<file path="src/rtl/text_pkg.sv">
// Shared text-mode constants: screen geometry, control codes and writer FSM encoding.
// Also consumed by the renderer, so geometry changes stay in one place.
package text_pkg;

  localparam int COLS  = 10;
  localparam int ROWS  = 8;
  localparam int CELLS = COLS * ROWS;

  localparam logic [7:0] SPACE = 8'h20;
  localparam logic [7:0] LF    = 8'h0A;
  localparam logic [7:0] CR    = 8'h0D;
  localparam logic [7:0] BS    = 8'h08;
  localparam logic [7:0] FF    = 8'h0C;

  localparam logic [2:0] ST_IDLE     = 3'd0;
  localparam logic [2:0] ST_SCR_RD   = 3'd1;
  localparam logic [2:0] ST_SCR_WR   = 3'd2;
  localparam logic [2:0] ST_CLR_LINE = 3'd3;
  localparam logic [2:0] ST_CLR_ALL  = 3'd4;

  function automatic logic is_printable(input logic [7:0] c);
    return (c >= 8'h20) && (c <= 8'h7E);
  endfunction

endpackage

</file>
<file path="src/rtl/text_console_writer.sv">
// Character stream to text-buffer writer: cursor tracking, backspace, form feed
// and a read/write scroll engine over an external dual-port buffer.
module text_console_writer #(
  parameter int COLS  = text_pkg::COLS,
  parameter int ROWS  = text_pkg::ROWS,
  parameter int CELLS = text_pkg::CELLS
) (
  input  logic       clk,
  input  logic       rst,
  input  logic       in_valid,
  input  logic [7:0] in_char,
  output logic       in_ready,
  output logic       wr_en,
  output logic [6:0] wr_addr,
  output logic [7:0] wr_data,
  output logic [6:0] rd_addr,
  input  logic [7:0] rd_data,
  output logic       busy,
  output logic [3:0] cursor_col,
  output logic [2:0] cursor_row
);

  import text_pkg::*;

  logic [2:0] r_state;
  logic [6:0] r_idx;
  logic [3:0] r_col;
  logic [2:0] r_row;
  logic       r_wr_en;
  logic [6:0] r_wr_addr;
  logic [7:0] r_wr_data;

  logic [6:0] w_cur_addr;
  logic       w_col_last;
  logic       w_row_last;

  assign w_cur_addr = 7'(r_row) * 7'(COLS) + 7'(r_col);
  assign w_col_last = (r_col == 4'(COLS - 1));
  assign w_row_last = (r_row == 3'(ROWS - 1));

  assign in_ready   = (r_state == ST_IDLE);
  assign busy       = !in_ready;
  // Combinational so the buffer sees the address during SCR_RD and returns data in SCR_WR.
  assign rd_addr    = (r_state == ST_SCR_RD) ? r_idx + 7'(COLS) : 7'd0;
  assign wr_en      = r_wr_en;
  assign wr_addr    = r_wr_addr;
  assign wr_data    = r_wr_data;
  assign cursor_col = r_col;
  assign cursor_row = r_row;

  // NOTE: all state here uses non-blocking assignments so every register samples pre-edge values.
  always_ff @(posedge clk or posedge rst) begin
    if (rst) begin
      r_state   <= ST_IDLE;
      r_idx     <= 7'd0;
      r_col     <= 4'd0;
      r_row     <= 3'd0;
      r_wr_en   <= 1'b0;
      r_wr_addr <= 7'd0;
      r_wr_data <= 8'd0;
    end else begin
      r_wr_en <= 1'b0;
      case (r_state)
        ST_IDLE: begin
          if (in_valid) begin
            if (is_printable(in_char)) begin
              r_wr_en   <= 1'b1;
              r_wr_addr <= w_cur_addr;
              r_wr_data <= in_char;
              if (w_col_last) begin
                r_col <= 4'd0;
                if (w_row_last) begin
                  r_state <= ST_SCR_RD;
                  r_idx   <= 7'd0;
                end else begin
                  r_row <= r_row + 3'd1;
                end
              end else begin
                r_col <= r_col + 4'd1;
              end
            end else begin
              case (in_char)
                LF: begin
                  r_col <= 4'd0;
                  if (w_row_last) begin
                    r_state <= ST_SCR_RD;
                    r_idx   <= 7'd0;
                  end else begin
                    r_row <= r_row + 3'd1;
                  end
                end
                CR: r_col <= 4'd0;
                BS: begin
                  if (r_col != 4'd0) begin
                    r_col     <= r_col - 4'd1;
                    r_wr_en   <= 1'b1;
                    r_wr_addr <= w_cur_addr - 7'd1;
                    r_wr_data <= SPACE;
                  end
                end
                FF: begin
                  r_state <= ST_CLR_ALL;
                  r_idx   <= 7'd0;
                  r_col   <= 4'd0;
                  r_row   <= 3'd0;
                end
                default: ;
              endcase
            end
          end
        end
        ST_SCR_RD: r_state <= ST_SCR_WR;
        ST_SCR_WR: begin
          r_wr_en   <= 1'b1;
          r_wr_addr <= r_idx;
          r_wr_data <= rd_data;
          if (r_idx == 7'(CELLS - COLS - 1)) begin
            r_state <= ST_CLR_LINE;
            r_idx   <= 7'(CELLS - COLS);
          end else begin
            r_state <= ST_SCR_RD;
            r_idx   <= r_idx + 7'd1;
          end
        end
        ST_CLR_LINE, ST_CLR_ALL: begin
          r_wr_en   <= 1'b1;
          r_wr_addr <= r_idx;
          r_wr_data <= SPACE;
          if (r_idx == 7'(CELLS - 1)) begin
            r_state <= ST_IDLE;
            r_idx   <= 7'd0;
          end else begin
            r_idx <= r_idx + 7'd1;
          end
        end
        default: r_state <= ST_IDLE;
      endcase
    end
  end

endmodule
</file>
<file path="config.mk">
export PLATFORM = sky130hd
export DESIGN_NAME = text_console_writer
export DESIGN_NICKNAME = d
export VERILOG_FILES = /design/src/rtl/text_pkg.sv /design/src/rtl/text_console_writer.sv
export SDC_FILE = /design/constraint.sdc
export NUM_CORES = 1
export LEC_CHECK = 0
export BUFFER_PORTS_ARGS = -buffer_cell sky130_fd_sc_hd__buf_4
export CAP_MARGIN = 20
export CORE_UTILIZATION = 50
export DETAILED_ROUTE_END_ITERATION = 12
export GPL_ROUTABILITY_DRIVEN = 0
export PLACE_DENSITY_LB_ADDON = 0.05
export SLEW_MARGIN = 20
export SYNTH_ARGS = -nofsm -noshare
export SYNTH_HDL_FRONTEND = slang
export SYNTH_SLANG_ARGS = --single-unit
</file>
<file path="constraint.sdc">
create_clock -name clk -period 2.1 [get_ports clk]
set_clock_uncertainty 0.1 [all_clocks]
set_input_delay 0.42 -clock clk [delete_from_list [all_inputs] [get_ports clk]]
set_output_delay 0.42 -clock clk [all_outputs]
set_load 0.01 [all_outputs]
</file>
# [After elaboration in Yosys (flattened, before gate mapping)]
# Index checks and enable logic that the tools add are counted.
[op_classes] n_addsub=7 n_mul=1 order_cmp=2 eq_ne=20 muxes=40 reduce_logical=17
[op_table] op="2-to-1 mux 7 bit" count=11
[op_table] op="equality test 8 x 4 -> 1 bit, second input constant" count=4
[op_table] op="2-to-1 mux 8 bit" count=4
[op_table] op="one-hot mux 7 bit (2 select lines)" count=2
[op_table] op="2-to-1 mux 3 bit" count=8
[op_table] op="one-hot mux 8 bit (3 select lines)" count=1
[op_table] op="AND reduction 4 bit" count=6
[op_table] op="one-hot mux 7 bit (3 select lines)" count=1
[op_table] op="equality test 7 bit, second input constant" count=2
[op_table] op="2-to-1 mux 4 bit" count=3
[op_table] op="one-hot mux 3 bit (2 select lines)" count=2
[op_table] op="one-hot mux 3 bit (4 select lines)" count=1
[op_table] op="nonzero test 3 bit" count=3
[op_table] op=">= comparator 8 x 6 -> 1 bit, second input constant" count=1
[op_table] op="less-or-equal comparator 8 x 7 -> 1 bit, second input constant" count=1
[op_table] op="one-hot mux 4 bit (2 select lines)" count=1
[op_table] op="adder 7 x 1 -> 7 bit, second input constant" count=1
[op_table] op="adder 7 x 4 -> 7 bit" count=1
[op_table] op="adder 7 x 4 -> 7 bit, second input constant" count=1
[op_table] op="subtractor 7 x 1 -> 7 bit, second input constant" count=1
[op_table] op="equality test 3 x 2 -> 1 bit, second input constant" count=2
[op_table] op="equality test 3 bit, second input constant" count=2
[op_table] op="multiplier 3 x 3 -> 6 bit, second input constant" count=1
[op_table] op="!= test 2 bit, second input constant" count=3
[op_table] op="18 further kinds" count=24
[word_totals] reg_bits=33 inputBits=19 output_inout_bits=32 elab_cells=94

# [Depth between registers and ports, before layout]
# Gate-level depths: netlist of run 1.
[logic_depth] word_depth=8 ltp_mapped=10 mapped_depth_nobuf=9

# [Worst setup path after synthesis of run 1]
# OpenSTA, ideal clock, no wires.
[synth_timing] path_kind="reg2reg" start="register r_row[0] (netlist: cursor_row[0])" end="register r_wr_addr[6] (netlist: wr_addr[6])" setup_time_ps=69 arrival_ps=2180 t_required_ps=1931 slack_ps=-248 path_stages_with_launch=9 path_buffers=0 synth_period_minus_slack_ps=2348 path_cell_list="dfrtp_1 > ha_1 > ha_1 > xor2_1 > and3_1 > and4b_1 > a311oi_1 > or4_1 > nand3_1"
[synth_between] elab_chain_len=8
[synth_lines] element="start, declared" line="text_console_writer.sv:28" source="logic [2:0] r_row;"
[synth_lines] element="start signal, assigned" line="text_console_writer.sv:76" source="r_row <= r_row + 3'd1;"
[synth_lines] element="start signal, assigned" line="text_console_writer.sv:89" source="r_row <= r_row + 3'd1;"
[synth_lines] element="multiplier 3 x 3 -> 6 bit (*)" line="text_console_writer.sv:37" source="assign w_cur_addr = 7'(r_row) * 7'(COLS) + 7'(r_col);"
[synth_lines] element="adder 7 x 4 -> 7 bit (*)" line="text_console_writer.sv:37"
[synth_lines] element="subtractor 7 x 1 -> 7 bit" line="text_console_writer.sv:97" source="r_wr_addr <= w_cur_addr - 7'd1;"
[synth_lines] element="2-to-1 mux 7 bit" line="text_console_writer.sv:94" source="if (r_col != 4'd0) begin"
[synth_lines] element="2-to-1 mux 7 bit" line="text_console_writer.sv:82" source="case (in_char)"
[synth_lines] element="2-to-1 mux 7 bit (*)" line="text_console_writer.sv:66" source="if (is_printable(in_char)) begin"
[synth_lines] element="2-to-1 mux 7 bit (*)" line="text_console_writer.sv:65" source="if (in_valid) begin"
[synth_lines] element="one-hot mux 7 bit (2 select lines) (*)" line="text_console_writer.sv:63" source="case (r_state)"
[synth_lines] element="end signal, assigned" line="text_console_writer.sv:68" source="r_wr_addr <= w_cur_addr;"
[synth_lines] element="end signal, assigned" line="text_console_writer.sv:97"
[synth_lines] element="end signal, assigned" line="text_console_writer.sv:115" source="r_wr_addr <= r_idx;"
[synth_lines] element="end, declared" line="text_console_writer.sv:30" source="logic [6:0] r_wr_addr;"
# Mark *: on every way between the ends. The rest lies on a longest branch, timed or not. The select of a mux whose other input is x is not followed.
# A chain may end at the register's enable or synchronous reset.

# [Worst setup path in the final report of run 1]
# Ends and elaborated chain as after synthesis.

==> results of run 1 <==
## routing by layer
layer,wire (um),share of wire (%)
met1,3110,45
met2,3460,50
met3,301,4.3
met4,69,0.99
met5,0,0
## where the power goes
part	leakage, nW	internal (mW)	switching, mW
Clock	0.0542	0.297	0.244
Sequential	0.388	0.635	0
Combinational	1.18	0.0565	0.0543
Total	1.62	0.988	0.298
## metrics by stage
step | power [mW] | setup TNS, ps | std cells
floorplan | 0.685 | -2120 | 271
global placement | 0.750 | -7570 | 414
detailed placement | 0.751 | -8610 | 414
CTS | 1.28 | -481 | 428
global route | 1.33 | -1800 | 432
finish | 1.29 | -909 | 432
## cells in the final DEF, fill, tap and decap left out, types with 5 or more instances in the layout
master    netlist  final
a21oi_1        16     14
a22o_1          5      5
dfrtp_1        33     27
inv_1          11      9
nor3_1          7      5
xor2_1          7      5
buf_6           1      6
o21ai_0        15     11
ha_1           16     10
clkbuf_8        3      7
nor2_1         36     34
nand3_1         7      7
buf_4           0    107
ha_4            0      5
dfrtp_2         0      6
nand2_1        25     22
## cell families (layout without fill, tap and decap cells)
group | count (synthesis) | after routing | share of synthesized area (%)
compound gates | 79 | 79 | 23.5
xor+xnor | 11 | 11 | 4.04
fa+ha+maj | 17 | 17 | 9.23
buf+inv | 24 | 133 | 5.56
flops | 33 | 33 | 34.6
mux | 3 | 3 | 1.26
simple gates | 104 | 104 | 21.8
## flip-flops by register name, indices dropped and copies added, names as in the netlist
| register | count |
|---|---|
| wr_data | 8 |
| r_idx | 7 |
| wr_addr | 7 |
| cursor_col | 4 |
| cursor_row | 3 |
| r_state | 3 |
| wr_en | 1 |
## worst min-delay path by stage
stage,endpoint,slack (ps),cells after the start,from
2_1_floorplan,wr_addr[0]$_DFFE_PP0P_,410,2,wr_addr[0]$_DFFE_PP0P_
3_3_place_gp,wr_addr[0]$_DFFE_PP0P_,370,2,wr_addr[0]$_DFFE_PP0P_
3_5_place_dp,wr_addr[1]$_DFFE_PP0P_,370,2,wr_addr[1]$_DFFE_PP0P_
4_1_cts,wr_data[2]$_DFFE_PP0P_,150,3,rst
5_1_grt,wr_data[2]$_DFFE_PP0P_,180,3,rst
6_report,wr_data[7]$_DFFE_PP0P_,130,3,rst
## critical path, stage by stage (launching register included)
cell and delay, ps:
dfrtp_2 440, ha_4 160, inv_2 40, fa_2 360
xor2_2 190, and3_4 230, and4b_1 230, a311oi_2 60
or4_1 420, nand3_1 80
## layout make-up
type,count,area (sq um),area share [%]
Multi-Input combinational cell,214,1600,45.5
Clock buffer,7,96.3,2.74
Tap cell,52,65.1,1.85
Clock inverter,1,5.00,0.142
Inverter,12,47.5,1.35
Sequential cell,33,833,23.7
Timing Repair Buffer,113,871,24.7
## timing repair
item	4_1_cts	5_1_grt
resized for setup	29	18
buffers inserted	8	4
pin swaps	15	10
endpoints found under the setup margin	19	33
==> summary.md, run 1 <==
| Metric | Value |
|---|---|
| Number of synthesized register bits | `33` |
| Critical path endpoint | `wr_addr[6]$_DFFE_PP0P_` |
| Peak supply drop | `~220 uV` |
| Share of synthesized flip-flops with an asynchronous set or reset | `100%` |
| Finished Core Util | `78.7%` |
| Buffers on Ports | `50` |
| Syn_area_per_cell | `approximately 8.8 sq um` |
| Core area | `between 0.004 and 0.005 sq mm` |
| Synth Flop Type | `dfrtp_1` |
| H-tree depth | `2` |
| Initial Util | `between 50% and 60%` |
| Number of buffers created by CTS | `5` |
| Status | `complete, but fails checks` |
| Site row count | `24` |
| Clock Pin Slew Worst Setup and Hold Paths | `around 70 ps` |
| Crit path capture type | `flop` |
| Busiest grt layer | `met2` |
| Pleak | `approximately 1.6 nW` |
| Num ports | `51` |
| Fill cells | `329` |
| Share of the synthesized area in the top cell type | `about 35%` |
| Mapped Cells | `271` |
| Beginning of the critical path | `cursor_row[0]$_DFFE_PP0P_` |
| Global-route wire length before repair | `around 11000 um` |
| Vias in the first global route | `2350` |
| DRT Wirelength | `between 6000 and 7000 um` |
| Iter 0 DRT Violations | `between 150 and 200` |
| Arr. time, crit path | `around 2500 ps` |
| Synth cell types | `60` |
| Syn Nets | `around 300` |
| Drt drc | `4` |
| Initial antenna violation count | `0` |
| Die height | `roughly 71 um` |
| Final WS setup | `-267 ps` |
| Slack of the worst reg-to-reg path | `-270 ps` |
| Clk Latency, worst-skew pair | `~280 ps` |
| Final setup vio count | `11` |
| Reg2reg end | `wr_addr[6]$_DFFE_PP0P_` |
| Worst Reg-to-Reg Cells | `9` |
| Final Instance Area | `around 0.0035 sq mm` |
| Met1 usage | `between 30% and 40%` |
| Max Freq | `423 MHz` |
| CTS tree | `yes` |
| DIE WIDTH | `71.1 um` |
| # clock sinks | `33` |
| Worst hold path type | `input port to asynchronous set/reset pin` |
| Dpl ws | `-451 ps` |
| RSZ-0062 raised after global routing | `yes` |
| Dominant cells by area after synthesis | `dfrtp_1 (35%), ha_1 (8.4%), nor2_1 (5.7%)` |
| Hold_buf cts | `0` |
| Final nets | `just over 400` |
| Synth area leader | `dfrtp_1` |
| All-Layer GR Usage | `between 20% and 30%` |
| Final worst-path cycle share | `113%` |
| Vias per Instance | `roughly 5.7` |
| Grt met3 use | `under 10%` |
| Critical Path Fanout Max | `4` |
| Violated checks | `design-rule violations, negative setup slack` |
| Root Buffer | `clkbuf_8` |
| Sequential area share after synthesis | `34.6%` |
| CP startpoint kind | `flop` |
| Global route overflow | `0` |
| Max_cap viols | `0` |
| Post-placement cell area | `around 0.0032 sq mm` |
| P per Cell Area | `365 mW/mm^2` |
| Synthesis warning total | `0` |
| Largest net degree at the start of global routing | `34` |
| Antenna diode count | `0` |
| DRT Pass-1 Iters | `9` |
| Mapped cell area | `0.00238 sq mm` |
| Share of layout cells above drive strength 1 | `between 40 and 50%` |
| Reg-to-reg startpoint | `cursor_row[0]$_DFFE_PP0P_` |
| Dpl hpwl | `4900 um` |
| Routed Antenna Nets | `0` |
| Die area | `~0.005 sq mm` |
| Commonest cells in the netlist | `nor2_1 (36), dfrtp_1 (33), nand2_1 (25)` |
| Via count | `roughly 2500` |
| Post-synth EDFFs | `0` |
| Wire per inst | `16.1 um` |
| Count leader, synth | `nor2_1` |
| Layout area overhead | `47.7%` |
| Slew @ Worst Pin | `462 ps` |
| Rel. slew slack | `69.1%` |
| Hold slack | `approximately 130 ps` |
| CTS max path bufs | `2` |
| Final Max Slew Viols | `0` |
| Required time at the worst-slack endpoint | `around 2200 ps` |
| Period minus WS final | `~2400 ps` |
| Met2 Resource Use GR | `between 40% and 50%` |
| Crit path kind | `flop to flop` |
| Fin. Hold Viols | `0` |
Note: power is estimated with default switching activity, not from simulation.
==> inputs of run 2 (changes only) <==
==> constraint.sdc (replaced) <==
create_clock -name clk -period 2.1 [get_ports clk]
set_clock_uncertainty 0.1 [all_clocks]
set_input_delay 0.42 -clock clk [delete_from_list [all_inputs] [get_ports clk]]
set_output_delay 0.42 -clock clk [all_outputs]
set_load 0.02 [all_outputs]
==> summary.md, run 2 (synthesized netlist as in run 1, its figures left out) <==
| Metric | Value |
|---|---|
| Status | `complete, but fails checks` |
| Violated checks | `design-rule violations, negative setup slack` |
| Required time at the worst-slack endpoint | `2220 ps (about the same)` |
| Layout area overhead | `51.3%` |
| Buffers on Ports | `50 (unchanged)` |
| Slack of the worst reg-to-reg path | `-200 ps (+70 ps)` |
| # clock sinks | `33 (unchanged)` |
| Number of buffers created by CTS | `5 (unchanged)` |
| Share of layout cells above drive strength 1 | `45.6% (+0.89 points)` |
| CP startpoint kind | `flop` |
| Dpl hpwl | `4940 um (+0.77%)` |
| Arr. time, crit path | `2420 ps (-70 ps)` |
| Final Max Slew Viols | `0 (unchanged)` |
| Iter 0 DRT Violations | `213 (+21%)` |
| Period minus WS final | `2300 ps (-71.0 ps)` |
| Antenna diode count | `0 (unchanged)` |
| Vias in the first global route | `2343 (-0.30%)` |
| P per Cell Area | `339 mW/mm^2 (-7.2%)` |
| Peak supply drop | `347 uV (+59%)` |
| Final WS setup | `-196 ps (+71.0 ps)` |
| Final nets | `412 (-0.72%)` |
| Largest net degree at the start of global routing | `22 (-35%)` |
| Reg area | `832 sq um (-0.15%)` |
| Final worst-path cycle share | `109% (-3.4 points)` |
| Slowest cell on the critical path | `fa_2` |
| Worst hold path type | `input port to asynchronous set/reset pin` |
| RSZ-0062 raised after global routing | `yes` |
| Critical Path Fanout Max | `4 (unchanged)` |
| Vias per Instance | `5.86 (+1.9%)` |
| Global route overflow | `0 (unchanged)` |
| CTS max path bufs | `2 (unchanged)` |
| Reg-to-reg startpoint | `cursor_row[0]$_DFFE_PP0P_` |
| Initial Util | `53.3% (unchanged)` |
| Max_cap viols | `0 (unchanged)` |
| Num ports | `51 (unchanged)` |
| Commonest cells after routing, fill and taps aside | `buf_4 (98), nor2_1 (33), dfrtp_1 (28)` |
| Slew @ Worst Pin | `635 ps (+173 ps)` |
| Routed met3 length | `333 um (+11%)` |
| Clk Latency, worst-skew pair | `290 ps (about the same)` |
| Met2 WL | `3830 um (+10%)` |
| DRT Wirelength | `7360 um (+6.1%)` |
| Initial antenna violation count | `0 (unchanged)` |
| Clock Pin Slew Worst Setup and Hold Paths | `70 ps (about the same)` |
| Post-placement cell area | `0.00315 sq mm (-0.20%)` |
| Multi-input logic area | `0.00169 sq mm (+5.4%)` |
| Wire per inst | `17.2 um (+6.8%)` |
| CTS tree | `yes` |
| Drt drc | `3 (-1)` |
| Max stage delay on crit path | `560 ps (+120 ps)` |
| DIE WIDTH | `71.1 um (unchanged)` |
| Finished Core Util | `80.6% (+1.9 points)` |
| Rel. slew slack | `57.6% (-11 points)` |
| Fin. Hold Viols | `0 (unchanged)` |
| H-tree depth | `2 (unchanged)` |
| Final Instance Area | `0.00361 sq mm (+2.5%)` |
| Crit path kind | `flop to flop` |
| Largest register FFs | `8 (unchanged)` |
| DRT Pass-1 Iters | `8 (-1)` |
| Site row count | `24 (unchanged)` |
| Final setup vio count | `8 (-3)` |
| Routed Antenna Nets | `0 (unchanged)` |
| Fill cells | `292 (-11%)` |
| Top Layer Used | `met4` |
| Via count | `2512 (+1.2%)` |
| Max Freq | `436 MHz (+3.1%)` |
| Die area | `0.00505 sq mm (unchanged)` |
| Worst Reg-to-Reg Cells | `8 (-1)` |
| Core area | `0.00447 sq mm (unchanged)` |
| Fin Setup TNS | `-710 ps (+200 ps)` |
| Crit path capture type | `flop` |
| All-Layer GR Usage | `28.9% (+0.80 points)` |
| WL met1 | `3080 um (-0.93%)` |
| Tot Pwr | `1.22 mW (-5.0%)` |
| Die height | `71.1 um (unchanged)` |
| Most common cell after layout, fill and taps aside | `buf_4` |
| Critical-path cell list | `ha_4, inv_2, fa_2, and3_4, and4b_1, a311oi_1, or4_1, nand3_1` |
| Pleak | `1.63 nW (+0.60%)` |
| Root Buffer | `clkbuf_8` |
| Reg2reg end | `wr_addr[6]$_DFFE_PP0P_` |
| Global-route wire length before repair | `11300 um (+1.3%)` |
[run 2: cell count changes in the layout (fill, tap and decap cells not counted), sizes merged]
cell and change:
buf -3, clkbuf +1, clkinv -1
[run 2: layer usage]
layer | GRT usage (%) | vias up
li1 | - | 1200
met1 | 36.5 | 1228
met2 | 50.3 | 73
met3 | 4.99 | 11
met4 | 9.11 | 0
met5 | 0 | -
[run 2: worst max-delay path: cells and delay by family, from the launching register on]
family	cells	cell delay [ps]
simple gates	4	880
compound gates	1	50
flops	1	440
buf+inv	1	30
fa+ha+maj	2	720
[run 2: per-stage QoR]
step / hold slack (ps) / instances / worst slack [ps]
after floorplan: 419 / 271 / -223
after global placement: 368 / 407 / -430
after detailed placement: 372 / 407 / -482
after CTS: 126 / 422 / -161
after global routing: 152 / 429 / -267
final: 117 / 429 / -196
[run 2: area by class of cell]
cell class | count | area share, %
sequential | 33 | 23.1
multi-input combinational | 214 | 46.8
inverter | 12 | 1.46
timing repair buffer | 110 | 24.6
clock buffer | 8 | 2.22
tap | 52 | 1.80
[run 2: power breakdown]
part / internal, mW / total, mW / switching, mW
Combinational: 0.0587 / 0.119 / 0.0606
Clock: 0.236 / 0.467 / 0.232
Sequential: 0.635 / 0.635 / 0
Total: 0.930 / 1.22 / 0.292
[run 2: timing repair]
item                                    4_1_cts  5_1_grt
endpoints found under the setup margin       26       32
buffers inserted                              8        9
gates resized for setup                      25       38
hold buffers                                  0        0
hold endpoints to repair                      0        0
pin swaps                                    19       21
[run 2: how the worst max path moves through the flow]
stage | from | to | slack [ps] | cells after the start
after floorplan | in_char[4] | r_idx[2]$_DFFE_PP0P_ | -220 | 5
after global placement | in_char[4] | r_idx[2]$_DFFE_PP0P_ | -430 | 6
after detailed placement | in_char[4] | r_idx[2]$_DFFE_PP0P_ | -480 | 6
after CTS | cursor_row[0]$_DFFE_PP0P_ | wr_addr[6]$_DFFE_PP0P_ | -160 | 9
after global routing | cursor_row[0]$_DFFE_PP0P_ | wr_addr[5]$_DFFE_PP0P_ | -270 | 8
final | cursor_row[0]$_DFFE_PP0P_ | wr_addr[6]$_DFFE_PP0P_ | -200 | 8
